## config.mk

```make
export PLATFORM = sky130hd
export DESIGN_NAME = difftest_commit_buffer_flat
export DESIGN_NICKNAME = d
export VERILOG_FILES = /design/src/rtl/difftest_commit_buffer_if.sv /design/src/rtl/difftest_commit_buffer.sv /design/src/flat_wrapper.sv
export SDC_FILE = /design/constraint.sdc
export NUM_CORES = 1
export LEC_CHECK = 0
export BUFFER_PORTS_ARGS = -buffer_cell sky130_fd_sc_hd__buf_2
export CAP_MARGIN = 20
export CORE_ASPECT_RATIO = 1.1
export CORE_UTILIZATION = 55
export CTS_CLUSTER_SIZE = 12
export DETAILED_ROUTE_END_ITERATION = 12
export HOLD_SLACK_MARGIN = 0.05
export PLACE_DENSITY = 0.77
export REMOVE_ABC_BUFFERS = 1
export SYNTH_ARGS = -nofsm -noshare
export SYNTH_HDL_FRONTEND = slang
export SYNTH_SLANG_ARGS = --single-unit
```

## constraint.sdc

```tcl
create_clock -name clock -period 4.5 [get_ports clock]
set_input_delay 0.9 -clock clock [delete_from_list [all_inputs] [get_ports clock]]
set_output_delay 0.9 -clock clock [all_outputs]
set_load 0.05 [all_outputs]
```

## src/rtl/difftest_commit_buffer_if.sv

```systemverilog
// Retire-side and commit-side bundles for the difftest commit buffer.
// The retire bundle is a valid/ready handshake; the commit bundle is the difftest packet.
interface difftest_retire_if;
   logic        retire_valid;
   logic        retire_ready;
   logic [63:0] retire_pc;
   logic [31:0] retire_instr;
   logic        retire_rfwen;
   logic [4:0]  retire_wdest;
   logic        retire_mmio;
   logic        retire_load;
   logic        retire_store;

   modport master (
      output retire_valid, retire_pc, retire_instr, retire_rfwen,
             retire_wdest, retire_mmio, retire_load, retire_store,
      input  retire_ready
   );
   modport slave (
      input  retire_valid, retire_pc, retire_instr, retire_rfwen,
             retire_wdest, retire_mmio, retire_load, retire_store,
      output retire_ready
   );
endinterface

interface difftest_commit_if;
   logic        drain_en;
   logic        commit_valid;
   logic        commit_skip;
   logic        commit_isRVC;
   logic        commit_rfwen;
   logic        commit_isLoad;
   logic        commit_isStore;
   logic [7:0]  commit_wdest;
   logic [4:0]  commit_wpdest;
   logic [63:0] commit_pc;
   logic [31:0] commit_instr;
   logic [9:0]  commit_robIdx;
   logic [7:0]  commit_index;
   logic [7:0]  commit_coreid;
   logic [7:0]  commit_nFused;
   logic [7:0]  commit_special;
   logic        commit_fpwen;
   logic        commit_vecwen;
   logic [6:0]  commit_lqIdx;
   logic [6:0]  commit_sqIdx;
   logic        trap_valid;
   logic [63:0] instret;

   modport master (
      input  drain_en,
      output commit_valid, commit_skip, commit_isRVC, commit_rfwen,
             commit_isLoad, commit_isStore, commit_wdest, commit_wpdest,
             commit_pc, commit_instr, commit_robIdx, commit_index,
             commit_coreid, commit_nFused, commit_special, commit_fpwen,
             commit_vecwen, commit_lqIdx, commit_sqIdx, trap_valid, instret
   );
   modport slave (
      output drain_en,
      input  commit_valid, commit_skip, commit_isRVC, commit_rfwen,
             commit_isLoad, commit_isStore, commit_wdest, commit_wpdest,
             commit_pc, commit_instr, commit_robIdx, commit_index,
             commit_coreid, commit_nFused, commit_special, commit_fpwen,
             commit_vecwen, commit_lqIdx, commit_sqIdx, trap_valid, instret
   );
endinterface

```

## src/rtl/difftest_commit_buffer.sv

```systemverilog
// Buffers retired instructions and emits registered difftest commit packets.
// An emitted ebreak halts the buffer until reset.
module difftest_commit_buffer #(
   parameter int unsigned DEPTH  = 4,
   parameter logic [7:0]  COREID = 8'h00
) (
   input  logic              clock,
   input  logic              rst_n,
   difftest_retire_if.slave  retire_i,
   difftest_commit_if.master commit_o
);
   localparam int unsigned AW = $clog2(DEPTH);
   localparam int unsigned CW = $clog2(DEPTH + 1);
   localparam logic [CW-1:0] FULL_CNT = CW'(DEPTH);
   localparam logic [31:0] EBREAK = 32'h0010_0073;

   typedef struct packed {
      logic [63:0] pc;
      logic [31:0] instr;
      logic        rfwen;
      logic [4:0]  wdest;
      logic        mmio;
      logic        load;
      logic        store;
   } entry_t;

   entry_t        mem_q [DEPTH];
   entry_t        head;
   entry_t        wentry;
   logic [AW-1:0] wptr_q, wptr_d;
   logic [AW-1:0] rptr_q, rptr_d;
   logic [CW-1:0] cnt_q, cnt_d;
   logic          halted_q, halted_d;
   logic [63:0]   instret_q, instret_d;
   logic          ready, push, pop, is_trap;

   logic          valid_q, trap_q;
   logic [63:0]   pc_q;
   logic [31:0]   instr_q;
   logic          skip_q, rvc_q, rfwen_q, load_q, store_q;
   logic [4:0]    wdest_q;
   logic [9:0]    rob_q;
   logic [7:0]    idx_q;

   assign head    = mem_q[rptr_q];
   assign is_trap = (head.instr == EBREAK);
   assign wentry  = '{
      pc:    retire_i.retire_pc,
      instr: retire_i.retire_instr,
      rfwen: retire_i.retire_rfwen,
      wdest: retire_i.retire_wdest,
      mmio:  retire_i.retire_mmio,
      load:  retire_i.retire_load,
      store: retire_i.retire_store
   };

   always_comb begin
      ready     = (cnt_q != FULL_CNT) && !halted_q;
      push      = retire_i.retire_valid && ready;
      pop       = (cnt_q != '0) && commit_o.drain_en && !halted_q;
      wptr_d    = wptr_q;
      rptr_d    = rptr_q;
      cnt_d     = cnt_q;
      halted_d  = halted_q;
      instret_d = instret_q;
      if (push) wptr_d = wptr_q + 1'b1;
      if (pop) begin
         rptr_d    = rptr_q + 1'b1;
         instret_d = instret_q + 64'd1;
         halted_d  = halted_q | is_trap;
      end
      if (push && !pop) cnt_d = cnt_q + 1'b1;
      else if (pop && !push) cnt_d = cnt_q - 1'b1;
   end

   // Storage needs no reset: only slots behind the write pointer are read.
   always_ff @(posedge clock) begin
      if (push) mem_q[wptr_q] <= wentry;
   end

   always_ff @(posedge clock or negedge rst_n) begin
      if (!rst_n) begin
         wptr_q    <= '0;
         rptr_q    <= '0;
         cnt_q     <= '0;
         halted_q  <= 1'b0;
         instret_q <= '0;
      end else begin
         wptr_q    <= wptr_d;
         rptr_q    <= rptr_d;
         cnt_q     <= cnt_d;
         halted_q  <= halted_d;
         instret_q <= instret_d;
      end
   end

   always_ff @(posedge clock or negedge rst_n) begin
      if (!rst_n) begin
         valid_q <= 1'b0;
         trap_q  <= 1'b0;
         pc_q    <= '0;
         instr_q <= '0;
         skip_q  <= 1'b0;
         rvc_q   <= 1'b0;
         rfwen_q <= 1'b0;
         load_q  <= 1'b0;
         store_q <= 1'b0;
         wdest_q <= '0;
         rob_q   <= '0;
         idx_q   <= '0;
      end else begin
         valid_q <= pop;
         trap_q  <= pop && is_trap;
         if (pop) begin
            pc_q    <= head.pc;
            instr_q <= head.instr;
            skip_q  <= head.mmio;
            rvc_q   <= (head.instr[1:0] != 2'b11);
            rfwen_q <= head.rfwen;
            load_q  <= head.load;
            store_q <= head.store;
            wdest_q <= head.wdest;
            rob_q   <= instret_q[9:0];
            idx_q   <= instret_q[7:0];
         end
      end
   end

   assign retire_i.retire_ready   = ready;
   assign commit_o.commit_valid   = valid_q;
   assign commit_o.trap_valid     = trap_q;
   assign commit_o.instret        = instret_q;
   assign commit_o.commit_pc      = pc_q;
   assign commit_o.commit_instr   = instr_q;
   assign commit_o.commit_skip    = skip_q;
   assign commit_o.commit_isRVC   = rvc_q;
   assign commit_o.commit_rfwen   = rfwen_q;
   assign commit_o.commit_isLoad  = load_q;
   assign commit_o.commit_isStore = store_q;
   assign commit_o.commit_wdest   = {3'b000, wdest_q};
   assign commit_o.commit_wpdest  = wdest_q;
   assign commit_o.commit_robIdx  = rob_q;
   assign commit_o.commit_index   = idx_q;
   assign commit_o.commit_coreid  = COREID;
   assign commit_o.commit_nFused  = '0;
   assign commit_o.commit_special = '0;
   assign commit_o.commit_fpwen   = 1'b0;
   assign commit_o.commit_vecwen  = 1'b0;
   assign commit_o.commit_lqIdx   = '0;
   assign commit_o.commit_sqIdx   = '0;
endmodule

```

## src/flat_wrapper.sv

```systemverilog
// flat-port wrapper written by rule: the top's interface ports become plain ports
module difftest_commit_buffer_flat 
#(
   parameter int unsigned DEPTH  = 4,
   parameter logic [7:0]  COREID = 8'h00
)
  (clock, rst_n, retire_i_retire_valid, retire_i_retire_pc, retire_i_retire_instr, retire_i_retire_rfwen, retire_i_retire_wdest, retire_i_retire_mmio, retire_i_retire_load, retire_i_retire_store, retire_i_retire_ready, commit_o_drain_en, commit_o_commit_valid, commit_o_commit_skip, commit_o_commit_isRVC, commit_o_commit_rfwen, commit_o_commit_isLoad, commit_o_commit_isStore, commit_o_commit_wdest, commit_o_commit_wpdest, commit_o_commit_pc, commit_o_commit_instr, commit_o_commit_robIdx, commit_o_commit_index, commit_o_commit_coreid, commit_o_commit_nFused, commit_o_commit_special, commit_o_commit_fpwen, commit_o_commit_vecwen, commit_o_commit_lqIdx, commit_o_commit_sqIdx, commit_o_trap_valid, commit_o_instret);
  difftest_retire_if retire_i_i ();
  difftest_commit_if commit_o_i ();
  input  logic clock;
  input  logic rst_n;
  input wire logic [$bits(retire_i_i.retire_valid)-1:0] retire_i_retire_valid;
  input wire logic [$bits(retire_i_i.retire_pc)-1:0] retire_i_retire_pc;
  input wire logic [$bits(retire_i_i.retire_instr)-1:0] retire_i_retire_instr;
  input wire logic [$bits(retire_i_i.retire_rfwen)-1:0] retire_i_retire_rfwen;
  input wire logic [$bits(retire_i_i.retire_wdest)-1:0] retire_i_retire_wdest;
  input wire logic [$bits(retire_i_i.retire_mmio)-1:0] retire_i_retire_mmio;
  input wire logic [$bits(retire_i_i.retire_load)-1:0] retire_i_retire_load;
  input wire logic [$bits(retire_i_i.retire_store)-1:0] retire_i_retire_store;
  output wire logic [$bits(retire_i_i.retire_ready)-1:0] retire_i_retire_ready;
  input wire logic [$bits(commit_o_i.drain_en)-1:0] commit_o_drain_en;
  output wire logic [$bits(commit_o_i.commit_valid)-1:0] commit_o_commit_valid;
  output wire logic [$bits(commit_o_i.commit_skip)-1:0] commit_o_commit_skip;
  output wire logic [$bits(commit_o_i.commit_isRVC)-1:0] commit_o_commit_isRVC;
  output wire logic [$bits(commit_o_i.commit_rfwen)-1:0] commit_o_commit_rfwen;
  output wire logic [$bits(commit_o_i.commit_isLoad)-1:0] commit_o_commit_isLoad;
  output wire logic [$bits(commit_o_i.commit_isStore)-1:0] commit_o_commit_isStore;
  output wire logic [$bits(commit_o_i.commit_wdest)-1:0] commit_o_commit_wdest;
  output wire logic [$bits(commit_o_i.commit_wpdest)-1:0] commit_o_commit_wpdest;
  output wire logic [$bits(commit_o_i.commit_pc)-1:0] commit_o_commit_pc;
  output wire logic [$bits(commit_o_i.commit_instr)-1:0] commit_o_commit_instr;
  output wire logic [$bits(commit_o_i.commit_robIdx)-1:0] commit_o_commit_robIdx;
  output wire logic [$bits(commit_o_i.commit_index)-1:0] commit_o_commit_index;
  output wire logic [$bits(commit_o_i.commit_coreid)-1:0] commit_o_commit_coreid;
  output wire logic [$bits(commit_o_i.commit_nFused)-1:0] commit_o_commit_nFused;
  output wire logic [$bits(commit_o_i.commit_special)-1:0] commit_o_commit_special;
  output wire logic [$bits(commit_o_i.commit_fpwen)-1:0] commit_o_commit_fpwen;
  output wire logic [$bits(commit_o_i.commit_vecwen)-1:0] commit_o_commit_vecwen;
  output wire logic [$bits(commit_o_i.commit_lqIdx)-1:0] commit_o_commit_lqIdx;
  output wire logic [$bits(commit_o_i.commit_sqIdx)-1:0] commit_o_commit_sqIdx;
  output wire logic [$bits(commit_o_i.trap_valid)-1:0] commit_o_trap_valid;
  output wire logic [$bits(commit_o_i.instret)-1:0] commit_o_instret;
  assign retire_i_i.retire_valid = retire_i_retire_valid;
  assign retire_i_i.retire_pc = retire_i_retire_pc;
  assign retire_i_i.retire_instr = retire_i_retire_instr;
  assign retire_i_i.retire_rfwen = retire_i_retire_rfwen;
  assign retire_i_i.retire_wdest = retire_i_retire_wdest;
  assign retire_i_i.retire_mmio = retire_i_retire_mmio;
  assign retire_i_i.retire_load = retire_i_retire_load;
  assign retire_i_i.retire_store = retire_i_retire_store;
  assign retire_i_retire_ready = retire_i_i.retire_ready;
  assign commit_o_i.drain_en = commit_o_drain_en;
  assign commit_o_commit_valid = commit_o_i.commit_valid;
  assign commit_o_commit_skip = commit_o_i.commit_skip;
  assign commit_o_commit_isRVC = commit_o_i.commit_isRVC;
  assign commit_o_commit_rfwen = commit_o_i.commit_rfwen;
  assign commit_o_commit_isLoad = commit_o_i.commit_isLoad;
  assign commit_o_commit_isStore = commit_o_i.commit_isStore;
  assign commit_o_commit_wdest = commit_o_i.commit_wdest;
  assign commit_o_commit_wpdest = commit_o_i.commit_wpdest;
  assign commit_o_commit_pc = commit_o_i.commit_pc;
  assign commit_o_commit_instr = commit_o_i.commit_instr;
  assign commit_o_commit_robIdx = commit_o_i.commit_robIdx;
  assign commit_o_commit_index = commit_o_i.commit_index;
  assign commit_o_commit_coreid = commit_o_i.commit_coreid;
  assign commit_o_commit_nFused = commit_o_i.commit_nFused;
  assign commit_o_commit_special = commit_o_i.commit_special;
  assign commit_o_commit_fpwen = commit_o_i.commit_fpwen;
  assign commit_o_commit_vecwen = commit_o_i.commit_vecwen;
  assign commit_o_commit_lqIdx = commit_o_i.commit_lqIdx;
  assign commit_o_commit_sqIdx = commit_o_i.commit_sqIdx;
  assign commit_o_trap_valid = commit_o_i.trap_valid;
  assign commit_o_instret = commit_o_i.instret;
  difftest_commit_buffer #(.DEPTH(DEPTH), .COREID(COREID)) u_core (.clock(clock), .rst_n(rst_n), .retire_i(retire_i_i), .commit_o(commit_o_i));
endmodule
```

[Yosys cells after proc, flatten, opt, wreduce, memory -nomap -nowiden]
Memory sizes are Yosys's and may differ from the RTL's.
Index checks and enable logic that the tools add are counted.
Cells by class
  reductions and logical operators: 12
  mux-type cells: 4
  add/sub/neg operators: 5
  eq/ne operators: 3
  bitwise gates (word level): 1
Operators with widths (number)
  64-bit by 1-bit adder with 64-bit output (second input constant): 1
  32-bit by 21-bit == test with 1-bit output (second input constant): 1
  1-bit logical AND: 7
  3-bit two-way mux: 2
  2-bit by 1-bit adder with 2-bit output (second input constant): 2
  3-bit by 1-bit adder with 3-bit output (second input constant): 1
  1-bit zero test: 3
  3-bit != test (second input constant): 1
  3-bit nonzero test: 1
  3-bit by 1-bit subtractor with 3-bit output (second input constant): 1
  1-bit two-way mux: 2
  2-bit != test (second input constant): 1
  2-bit nonzero test: 1
  1-bit OR: 1
Storage, ports and cells
  memories: 1
  bits in writable memories: 420
  word-level logic and storage cells: 43
  bits in registers: 198
Memories
  u_core.mem_q: words 4, bits a word 105, rd ports 1, clocked after memory_dff 0, write ports 1, line difftest_commit_buffer.sv:27  | entry_t mem_q [DEPTH];

[Depth between registers and ports, before layout]
  word-level depth: 7
  depth in mapped cells: 10

[Worst setup path before layout]
OpenSTA, ideal clock, no wires.
  path type: register to register
  start: register u_core.cnt_q[0]
  end: memory u_core.mem_q[0][0] in the netlist's numbering (enable)
  arrival: 3983 ps
  buffers on the path: 0
  setup slack: 40 ps
  stages on the path, launching flop included: 4
  cells stage by stage: dfrtp_1 > nor2_1 > a21oi_1 > and3_1
Between the ends
  word-level cells in the longest chain between the ends: 5
RTL lines
  start: declaration: line difftest_commit_buffer.sv:32  | logic [CW-1:0] cnt_q, cnt_d;
  start signal: assignment: line difftest_commit_buffer.sv:91  | cnt_q <= cnt_d;
  3-bit != test: line difftest_commit_buffer.sv:58  | ready = (cnt_q != FULL_CNT) && !halted_q;
  1-bit logical AND: line difftest_commit_buffer.sv:58
  net retire_i_retire_ready: line flat_wrapper.sv:20  | output wire logic [$bits(retire_i_i.retire_ready)-1:0] retire_i_retire_ready;
  1-bit logical AND: line difftest_commit_buffer.sv:59  | push = retire_i.retire_valid && ready;
  1-bit two-way mux: line difftest_commit_buffer.sv:78  | if (push) mem_q[wptr_q] <= wentry;
  1-bit two-way mux (not written as such): line difftest_commit_buffer.sv:78
  end: declaration: line difftest_commit_buffer.sv:27
The timed path passes the listed nets, and every way through them passes these cells.

[Final worst setup path]
  start: register u_core.rptr_q[0]
  end: register u_core.halted_q
Between the ends
  word-level cells in the longest chain between the ends: 3
RTL lines
  start: declaration: line difftest_commit_buffer.sv:31  | logic [AW-1:0] rptr_q, rptr_d;
  start signal: assignment: line difftest_commit_buffer.sv:90  | rptr_q <= rptr_d;
  memory 4 x 105 bit
  32-bit by 21-bit == test with 1-bit output: line difftest_commit_buffer.sv:46  | assign is_trap = (head.instr == EBREAK);
  1-bit OR: line difftest_commit_buffer.sv:70  | halted_d = halted_q | is_trap;
  end signal: assignment: line difftest_commit_buffer.sv:92  | halted_q <= halted_d;
  end: declaration: line difftest_commit_buffer.sv:33  | logic halted_q, halted_d;
No other way between the ends.
A chain may end at the register's enable or synchronous reset.

==> metrics.md <==
| Metric | Value |
|---|---|
| Int Pwr | `11500 uW` |
| CTS root buffer | `clkbuf_16` |
| Synthesized area per cell | `19.9 sq um` |
| F_max | `348 MHz` |
| Static Leak | `0.0104 uW` |
| I/O Buffers | `304` |
| Mapped Cells | `1173` |
| Gr usage total | `0.219` |
| Post-cts sizing count | `0` |
| Crit Path Class | `reg -> reg` |
| Flops & latches, synth | `610` |
| Slew @ Worst Pin | `1.03 ns` |
| CP Capture Type | `register` |
| Most frequent cells in the layout | `420 x edfxtp_1, 303 x buf_2, 188 x dfrtp_1` |
| Max clock buf depth | `3` |
| Clock Pin Slew Worst Setup and Hold Paths | `0.06 ns` |
| Number of global-route vias before repair | `12200` |
| EDFF count, synth | `420` |
| Main flop type after synthesis | `edfxtp_1` |
| DRT Pass-1 Iters | `5` |
| Psw | `6280 uW` |
| Clk sinks | `610` |
| Mapped Area | `23300 sq um` |
| GRT met1 Usage | `0.272` |
| Chip height | `218 um` |
| Status | `finished clean` |
| WL per Instance | `21.8 um` |
| Synth unique cells | `39` |
| Relative slew margins | `0.315` |
| Post-CTS Hold Buffers | `0` |
| Met3 Use GR | `0.0589` |
| Gpl congestion | `0.821` |
| Gr busiest metal | `met2` |
| Power per cell area | `656 nW/um^2` |
| Share of cells above drive strength 1 | `0.391` |
| Post-layout nets | `1616` |
| Core footprint | `41600 sq um` |
| Final instance area | `27100 sq um` |
| Hpwl dp | `28300 um` |
| Min Tclk post-route | `2.87 ns` |
| Clock power frac | `0.254` |
| Clk Latency, worst-skew pair | `0.61 ns` |
| Vias per Instance | `5.55` |
| Commonest non-fill, non-tap cell in the layout | `edfxtp_1` |
| Switching share of power | `0.353` |
| Period utilization | `0.638` |
| Placed insts | `2000` |
| Area grow syn2layout | `16.1%` |
| Fill cells | `2855` |
| R2r setup slk | `1.63 ns` |
| Pwr Total | `17800 uW` |
| CP Max Fanout | `50` |
| CTS Buf Count | `58` |
| Yosys warnings | `0` |
| Ys async rst share | `0.311` |
| Top Ports | `348` |
| Setup crit start kind | `register` |
| Post-CTS setup buffer count | `0` |
| Worst hold path type | `in -> async` |
| Rows | `78` |
| Routed vias | `11700` |
| Pin count of the biggest net entering global routing | `109` |
| CTS tree | `done` |
| H-tree depth | `2` |
| CP Data Required Time | `5.04 ns` |
| Max Cap Violations | `0` |
| Peak supply drop | `618 uV` |
| Fin cells | `2115` |
| Antenna Violating Nets Remaining | `0` |
| Final Hold Viols | `0` |
| Sequential fraction of the synthesis area | `0.744` |
| Die ar. | `43300 sq um` |
| Placed inst area | `25300 sq um` |
| Final setup viols | `0` |
| RSZ-0062 raised after global routing | `no` |
| Final WL | `46100 um` |
| CP arrival | `3.41 ns` |
| Worst clock skew | `0.0198 ns` |
| Comb power frac | `0.317` |
| Drt drc | `0` |
| Chip Width | `198 um` |
| Reg power frac | `0.429` |
| Initial antenna violation count | `13` |
| Final core utilization | `0.652` |
| M2 GR Usage | `0.373` |
| Grt total ovfl | `0` |
| First DRT Iteration DRCs | `592` |
| Starting Density | `0.561` |
| Worst hold slack | `0.371 ns` |
| Max Slew Vio Count | `0` |
| First-pass GRT wire length | `70200 um` |
cell families (layout without fill, tap and decap cells):
group,Yosys count,count (layout),synth area share
compound gates,4,4,0.00107
xor+xnor,69,69,0.0259
fa+ha+maj,7,7,0.00408
buf+inv,116,449,0.0312
flops,610,610,0.744
mux,220,220,0.160
other cells,1,50,0.000161
simple gates,146,146,0.0335
power by group through the flow:
stage	registers [uW]	logic (uW)	clock network [uW]
floorplan	9870	2190	0
detailed placement	7740	5690	0
CTS	7650	5720	4620
finish	7620	5640	4520
global placement	7690	5620	0
global route	7730	5930	4850
Yosys cell counts, types with 2 or more instances:
library cell / n / area (sq um)
buf_6: 6 / 67.6
clkbuf_1: 15 / 56.3
buf_4: 56 / 420
xor2_1: 31 / 272
buf_1: 4 / 15.0
xnor2_1: 38 / 333
nor2_1: 25 / 93.8
dfrtp_1: 190 / 4750
edfxtp_1: 420 / 12600
nor4_1: 12 / 75.1
and2_1: 2 / 12.5
nor4_2: 3 / 37.5
mux4_1: 18 / 473
mux2_2: 115 / 1290
nand2_1: 28 / 105
buf_2: 17 / 85.1
and4_1: 3 / 26.3
inv_1: 17 / 63.8
ha_1: 6 / 75.1
or3_1: 4 / 25.0
and3_1: 10 / 62.6
nor3_1: 18 / 90.1
mux4_2: 87 / 1960
nand3_1: 15 / 75.1
nand4_1: 19 / 119
path summary, 6_finish.rpt:
check	to	cells past startpoint	from
hold reg to reg	u_core.commit_o.instret[63]	1	u_core.commit_o.instret[63]
hold / removal	u_core.commit_o.commit_robIdx[7]	1	rst_n
max in group asynchronous	u_core.commit_o.instret[45]	2	rst_n
setup / recovery	u_core.halted_q	6	u_core.rptr_q[0]
min in group clock	u_core.commit_o.instret[63]	1	u_core.commit_o.instret[63]
setup reg to reg	u_core.halted_q	6	u_core.rptr_q[0]
final cells by class:
| type | instances | area [sq um] | area share |
|---|---|---|---|
| clock inverter | 2 | 32.5 | 0.00120 |
| timing repair buffer | 324 | 1760 | 0.0648 |
| multi-input combinational | 489 | 5420 | 0.200 |
| sequential | 610 | 17400 | 0.641 |
| antenna | 7 | 17.5 | 0.000647 |
| tap | 560 | 701 | 0.0259 |
| inverter | 17 | 68.8 | 0.00254 |
| clock buffer | 106 | 1720 | 0.0636 |
through the flow:
| step | worst slack (ns) | setup TNS (ns) |
|---|---|---|
| 2_1_floorplan | -1.14 | -53.56 |
| 3_5_place_dp | 1.53 | 0 |
| 6_report | 1.63 | 0 |
| 3_3_place_gp | 1.58 | 0 |
| 5_1_grt | 1.42 | 0 |
| 4_1_cts | 1.54 | 0 |
worst max-delay path, cell delays in order, from the launching register on:
cell      delay (ns)
dfrtp_4         0.73
buf_12          0.41
mux4_2          0.57
nand4b_1        0.20
or3_1           0.41
nor4_2          0.28
or2_1           0.13
state kept, by name, indices dropped and copies added, names as in the netlist, 2 cells and up:
register                       flops
u_core.rptr_q                      2
u_core.commit_o.commit_wpdest      5
u_core.commit_o.commit_instr      32
u_core.wptr_q                      2
u_core.commit_o.instret           64
u_core.commit_o.commit_pc         64
u_core.commit_o.commit_robIdx      3
u_core.commit_o.commit_index       7
u_core.mem_q                     420
u_core.cnt_q                       3
routing by layer:
metal	vias up	part of all wire
met5	-	0.0022
met3	83	0.072
met4	14	0.022
li1	5155	-
met1	6099	0.39
met2	381	0.51
(Power assumes the default switching activity.)
